===== src/rtl/time_load_ctrl.sv =====
// Time-set controller: captures the live hour/minute, edits them with Inc/Dec
// (with auto-repeat), and commits them to the counters with a one-cycle LD strobe.
module time_load_ctrl #(
  parameter int HOUR_MAX    = 23,
  parameter int MIN_MAX     = 59,
  parameter int REPEAT_DLY  = 8,
  parameter int REPEAT_RATE = 4
) (
  input  logic       Clk,
  input  logic       Clr,
  input  logic       Tick,
  input  logic       Set_btn,
  input  logic       Inc_btn,
  input  logic       Dec_btn,
  input  logic [4:0] Cur_hour,
  input  logic [5:0] Cur_min,
  output logic [4:0] Hour_out,
  output logic [5:0] Min_out,
  output logic       LD,
  output logic       Cnt_en,
  output logic [1:0] Edit_fld,
  output logic       Blink
);

  // state    | meaning
  // IDLE     | counters running, staged values held on the load bus
  // EDIT_HR  | counting frozen, Inc/Dec step the hour
  // EDIT_MIN | counting frozen, Inc/Dec step the minute
  // LOAD     | one cycle: LD pulses with counting re-enabled
  typedef enum logic [1:0] {
    IDLE     = 2'b00,
    EDIT_HR  = 2'b01,
    EDIT_MIN = 2'b10,
    LOAD     = 2'b11
  } state_t;

  localparam int RPT_MAX = (REPEAT_DLY > REPEAT_RATE) ? REPEAT_DLY : REPEAT_RATE;
  localparam int RW      = $clog2(RPT_MAX + 1);
  localparam logic [RW-1:0] DLY_LD  = RW'(REPEAT_DLY);
  localparam logic [RW-1:0] RATE_LD = RW'(REPEAT_RATE);
  localparam logic [RW-1:0] CNT_TC  = RW'(1);
  localparam logic [4:0]    HMAX    = 5'(HOUR_MAX);
  localparam logic [5:0]    MMAX    = 6'(MIN_MAX);

  state_t        state, state_nxt;
  logic [2:0]    btn_s1, btn_s2, btn_prev;
  logic [2:0]    btn_edge;
  logic          set_edge, inc_edge, dec_edge, inc_held, dec_held;
  logic [RW-1:0] inc_cnt, dec_cnt, inc_cnt_nxt, dec_cnt_nxt;
  logic          editing, state_chg, inc_fire, dec_fire;
  logic          inc_req, dec_req, step_up, step_dn;
  logic [4:0]    hour_q, hour_nxt;
  logic [5:0]    min_q, min_nxt;
  logic          blink_q, blink_nxt;
  logic          edit_nxt;

  // Bit order in the button vectors: {Dec, Inc, Set}.
  always_ff @(posedge Clk or negedge Clr) begin
    if (!Clr) begin
      btn_s1   <= '0;
      btn_s2   <= '0;
      btn_prev <= '0;
    end else begin
      btn_s1   <= {Dec_btn, Inc_btn, Set_btn};
      btn_s2   <= btn_s1;
      btn_prev <= btn_s2;
    end
  end

  assign btn_edge = btn_s2 & ~btn_prev;
  assign set_edge = btn_edge[0];
  assign inc_edge = btn_edge[1];
  assign dec_edge = btn_edge[2];
  assign inc_held = btn_s2[1];
  assign dec_held = btn_s2[2];

  assign editing   = (state == EDIT_HR) || (state == EDIT_MIN);
  assign state_chg = (state_nxt != state);

  // Hold timers count down from the repeat delay; reaching 1 on a Tick fires
  // a step and reloads the repeat rate. Any restart condition reloads the delay.
  function automatic logic [RW-1:0] hold_nxt(input logic [RW-1:0] cnt,
                                             input logic held,
                                             input logic restart,
                                             input logic tick);
    logic [RW-1:0] n;
    n = cnt;
    if (restart || !held)
      n = DLY_LD;
    else if (tick)
      n = (cnt == CNT_TC) ? RATE_LD : cnt - CNT_TC;
    return n;
  endfunction

  assign inc_fire = editing && inc_held && !inc_edge && Tick && (inc_cnt == CNT_TC);
  assign dec_fire = editing && dec_held && !dec_edge && Tick && (dec_cnt == CNT_TC);

  assign inc_cnt_nxt = hold_nxt(inc_cnt, inc_held, !editing || state_chg || inc_edge, Tick);
  assign dec_cnt_nxt = hold_nxt(dec_cnt, dec_held, !editing || state_chg || dec_edge, Tick);

  // Repeat is suppressed while the opposite button is also held.
  assign inc_req = inc_edge || (inc_fire && !dec_held);
  assign dec_req = dec_edge || (dec_fire && !inc_held);
  assign step_up = inc_req && !dec_req;
  assign step_dn = dec_req && !inc_req;

  always_comb begin
    state_nxt = state;
    hour_nxt  = hour_q;
    min_nxt   = min_q;
    case (state)
      IDLE: begin
        if (set_edge) begin
          hour_nxt  = (Cur_hour > HMAX) ? 5'd0 : Cur_hour;
          min_nxt   = (Cur_min > MMAX) ? 6'd0 : Cur_min;
          state_nxt = EDIT_HR;
        end
      end
      EDIT_HR: begin
        if (set_edge)
          state_nxt = EDIT_MIN;
        else if (step_up)
          hour_nxt = (hour_q >= HMAX) ? 5'd0 : hour_q + 5'd1;
        else if (step_dn)
          hour_nxt = (hour_q == 5'd0) ? HMAX : hour_q - 5'd1;
      end
      EDIT_MIN: begin
        if (set_edge)
          state_nxt = LOAD;
        else if (step_up)
          min_nxt = (min_q >= MMAX) ? 6'd0 : min_q + 6'd1;
        else if (step_dn)
          min_nxt = (min_q == 6'd0) ? MMAX : min_q - 6'd1;
      end
      LOAD:    state_nxt = IDLE;
      default: state_nxt = IDLE;
    endcase
  end

  assign edit_nxt = (state_nxt == EDIT_HR) || (state_nxt == EDIT_MIN);

  always_comb begin
    blink_nxt = blink_q;
    if (!edit_nxt || state_chg)
      blink_nxt = 1'b0;
    else if (Tick)
      blink_nxt = ~blink_q;
  end

  always_ff @(posedge Clk or negedge Clr) begin
    if (!Clr) begin
      state   <= IDLE;
      hour_q  <= '0;
      min_q   <= '0;
      blink_q <= 1'b0;
      inc_cnt <= DLY_LD;
      dec_cnt <= DLY_LD;
    end else begin
      state   <= state_nxt;
      hour_q  <= hour_nxt;
      min_q   <= min_nxt;
      blink_q <= blink_nxt;
      inc_cnt <= inc_cnt_nxt;
      dec_cnt <= dec_cnt_nxt;
    end
  end

  assign Hour_out = hour_q;
  assign Min_out  = min_q;
  assign Edit_fld = state;
  assign LD       = (state == LOAD);
  assign Cnt_en   = !editing;
  assign Blink    = blink_q;

endmodule


===== config.mk =====
export PLATFORM = sky130hd
export DESIGN_NAME = time_load_ctrl
export DESIGN_NICKNAME = d
export VERILOG_FILES = /design/src/rtl/time_load_ctrl.sv
export SDC_FILE = /design/constraint.sdc
export NUM_CORES = 1
export LEC_CHECK = 0
export ABC_CLOCK_PERIOD_IN_PS = 4000
export CAP_MARGIN = 20
export CORE_MARGIN = 8
export CORE_UTILIZATION = 35
export CTS_BUF_LIST = sky130_fd_sc_hd__clkbuf_4
export CTS_CLUSTER_DIAMETER = 200
export DETAILED_ROUTE_END_ITERATION = 10
export PLACE_DENSITY_LB_ADDON = 0.1
export SYNTH_ARGS = -nofsm -noshare
export SYNTH_HDL_FRONTEND = slang
export SYNTH_SLANG_ARGS = --single-unit

===== constraint.sdc =====
create_clock -name Clk -period 4 [get_ports Clk]
set_clock_uncertainty 0.15 [all_clocks]
set_input_delay 0.6 -clock Clk [delete_from_list [all_inputs] [get_ports Clk]]
set_output_delay 0.6 -clock Clk [all_outputs]
set_load 0.1 [all_outputs]

==> flow_summary.json <==
{
  "status": "completed",
  "crit_path_start_kind": "input port",
  "maxCapViolCount": 0,
  "dr.pass1.iters": 4,
  "drt_iter0_drc": 66,
  "dpl_cell_area_um2": 2460,
  "startpoint": "Tick",
  "rr_endpoint": "Min_out[4]$_DFFE_PN0P_",
  "start_util": 0.358,
  "r2r_slack_ns": 1.14,
  "syn_nets": 270,
  "internal_power_uw": 831,
  "hpwl_um": 3510,
  "hold_viol": 0,
  "dp_slack_ns": 0.561,
  "design_area_um2": 2510,
  "ant_nets": 0,
  "p_leak_uw": 0.00104,
  "p_per_area_nw_per_um2": 792,
  "drv_slew": 0,
  "p_clk_frac": 0.092,
  "yosysSeqAreaShare": 0.372,
  "layout_setup_ws_ns": 0.921,
  "cts_setup_buffers": 0,
  "cts-hold-fix-buffers": 0,
  "antenna_found_initial": 0,
  "via_count": 1822,
  "synth_most_common_cell": "dfrtp_1",
  "clock.fmax_ghz": 0.325,
  "avgViaCountPerCell": 5.34,
  "cts_buffer_depth": 2,
  "die_area_um2": 8720,
  "p_sw_uw": 1160,
  "synth_cells": 238,
  "die_h_um": 93.4,
  "coreArea_um2": 5850,
  "hold_path.class": "flip-flop to flip-flop",
  "synth_area_um2": 2090,
  "syn_area_per_cell_um2": 8.80,
  "timing.final.crit_share": 0.770,
  "cts.sinks": 31,
  "final.setup.tns_ns": 0,
  "async_reset_ff_frac": 1.00,
  "hold-path-cell-count": 0,
  "gr-total-overflow": 0,
  "synth_top_cell_by_area": "dfrtp_1",
  "synth-seq-cells": 31,
  "drt-total-wl_um": 4750,
  "worst_pin_slew_ns": 0.987,
  "cp_max_fo": 13,
  "ys.warnings.count": 0,
  "r2r-start": "inc_cnt[1]$_DFFE_PN0P_",
  "clk_pin_slew_ns": 0.10,
  "setup_viol": 0,
  "min_from": "btn_s1[2]$_DFF_PN0_",
  "ir_drop_uv": 399,
  "synth_ff_type": "dfrtp_1",
  "grt_pass1_wl_um": 7800,
  "maxSlewHeadroom": 0.340,
  "drc": 0,
  "timing.hold.ws_ns": 0.211,
  "end_kind": "flip-flop",
  "synth_top_cell_area_share": 0.346,
  "synthTopCellsByCount": "dfrtp_1 (29), a21oi_1 (21), nand2_1 (20)",
  "top_level_ports": 33,
  "worst_r2r_path_depth": 10,
  "netlist_top_cells_area": "dfrtp_1 (35%), ha_1 (9.0%), a21oi_1 (5.0%)",
  "grt_max_degree": 32,
  "cts_root_buf": "clkbuf_4",
  "grtUsageTotal": 0.109,
  "synthToLayoutAreaGrowth_pct": 20.1,
  "yosys.cell_types.count": 48,
  "grt_pass1_vias": 1648,
  "cts_tree": "built",
  "cp_data_arrival_time_ns": 3.17,
  "fillCellCount": 585,
  "drive_gt1_frac": 0.0789,
  "cts_buffers": 5,
  "cts_repair_resize_count": 0,
  "antenna_cells": 0,
  "hold_end": "btn_s2[2]$_DFF_PN0_",
  "fin_crit_ns": 3.08,
  "wl_per_cell_um": 13.9,
  "rsz0062_at_grt": "no",
  "place_congestion": 0.795,
  "rows": 28,
  "nNetsFinal": 297,
  "required_ns": 4.09,
  "clk-insertion-delay-late_ns": 0.33,
  "power_frac_comb": 0.633,
  "dieWidth_um": 93.4,
  "htreeDepth": 2,
  "numPortBuffers": 32,
  "sw_frac_of_total": 0.583,
  "power_frac_seq": 0.275,
  "synth_edf_count": 0,
  "critPathKind": "input port to flip-flop"
}
[cell usage in the layout (no fill, tap or decap), types with 3 or more instances in the layout]
cell / Yosys / routed
clkdlybuf4s50_1: 0 / 31
dfrtp_1: 29 / 29
a21oi_1: 21 / 21
nand2_1: 20 / 20
inv_1: 16 / 16
nor2_1: 16 / 16
ha_1: 15 / 15
o21ai_0: 12 / 12
a31oi_1: 8 / 8
nor3_1: 7 / 7
nand3_1: 7 / 7
nand3b_1: 6 / 6
a21o_1: 6 / 6
xnor2_1: 6 / 6
clkbuf_4: 0 / 5
o31ai_1: 4 / 4
nand4_1: 4 / 4
a211oi_1: 4 / 4
buf_4: 2 / 4
nand2b_1: 3 / 3
a22oi_1: 3 / 3
a211o_1: 3 / 3
[metal layers]
metal / part of all wire / track usage / routed length, µm / up-vias
li1: - / - / - / 923
met1: 0.50 / 0.149 / 2350 / 853
met2: 0.44 / 0.156 / 2070 / 42
met3: 0.061 / 0.0369 / 289 / 4
met4: 0.0070 / 0.0349 / 33 / 0
met5: 0 / 0 / 0 / -
[worst max path at each step]
stage          slack, ns                      end  cells past startpoint
2_1_floorplan       0.83  Hour_out[3]$_DFFE_PN0P_                     10
3_3_place_gp        0.66   Min_out[2]$_DFFE_PN0P_                     10
3_5_place_dp        0.56   Min_out[2]$_DFFE_PN0P_                     10
4_1_cts             0.91   Min_out[4]$_DFFE_PN0P_                     10
5_1_grt             0.54   Min_out[4]$_DFFE_PN0P_                     10
6_report            0.92   Min_out[4]$_DFFE_PN0P_                     10
[state kept, by name (all words and copies together), names as in the netlist]
name      cells
dec_cnt       4
Edit_fld      2
btn_s2        3
Hour_out      5
btn_prev      3
Blink         1
inc_cnt       4
btn_s1        3
Min_out       6
[area by class of cell]
cell class | instances | area [µm²] | area share
Clock buffer | 5 | 37.5 | 0.0149
Clock inverter | 3 | 20.0 | 0.00796
Inverter | 16 | 60.1 | 0.0239
Multi-Input combinational cell | 176 | 1180 | 0.471
Sequential cell | 31 | 778 | 0.309
Tap cell | 75 | 93.8 | 0.0373
Timing Repair Buffer | 35 | 340 | 0.135
[kinds of logic after synthesis]
group | after synthesis | synth area share
XOR/XNOR | 8 | 0.0335
AND/OR/NAND/NOR | 77 | 0.197
AO/OA/AOI/OAI | 75 | 0.240
buffers and inverters | 31 | 0.0627
adder cells (fa/ha/maj) | 15 | 0.0896
flip-flops | 31 | 0.372
multiplexers | 1 | 0.00538
[critical path, stage by stage]
cell	delay, ns
clkdlybuf4s50_1	0.47
buf_4	0.20
nor4bb_1	0.34
nand3b_1	0.11
a21boi_0	0.20
ha_1	0.16
nor2_1	0.06
a31oi_1	0.72
a31oi_1	0.12
a22oi_1	0.19
[per-stage QoR]
step / instances / util / total power [µW]
2_1_floorplan: 238 / - / 1540
3_3_place_gp: 333 / 0.420 / 1820
3_5_place_dp: 333 / 0.420 / 1820
4_1_cts: 341 / 0.430 / 2010
5_1_grt: 341 / 0.430 / 2120
6_report: 341 / 0.430 / 1990
[power by group through the flow]
| stage | registers (µW) | clock network, µW | logic [µW] |
|---|---|---|---|
| final | 548 | 183 | 1260 |
| after global routing | 567 | 206 | 1350 |
| after detailed placement | 554 | 0 | 1270 |
| after global placement | 555 | 0 | 1270 |
| after floorplan | 907 | 0 | 631 |
| after CTS | 548 | 194 | 1270 |
No activity file was read; power rests on OpenSTA's default activity.
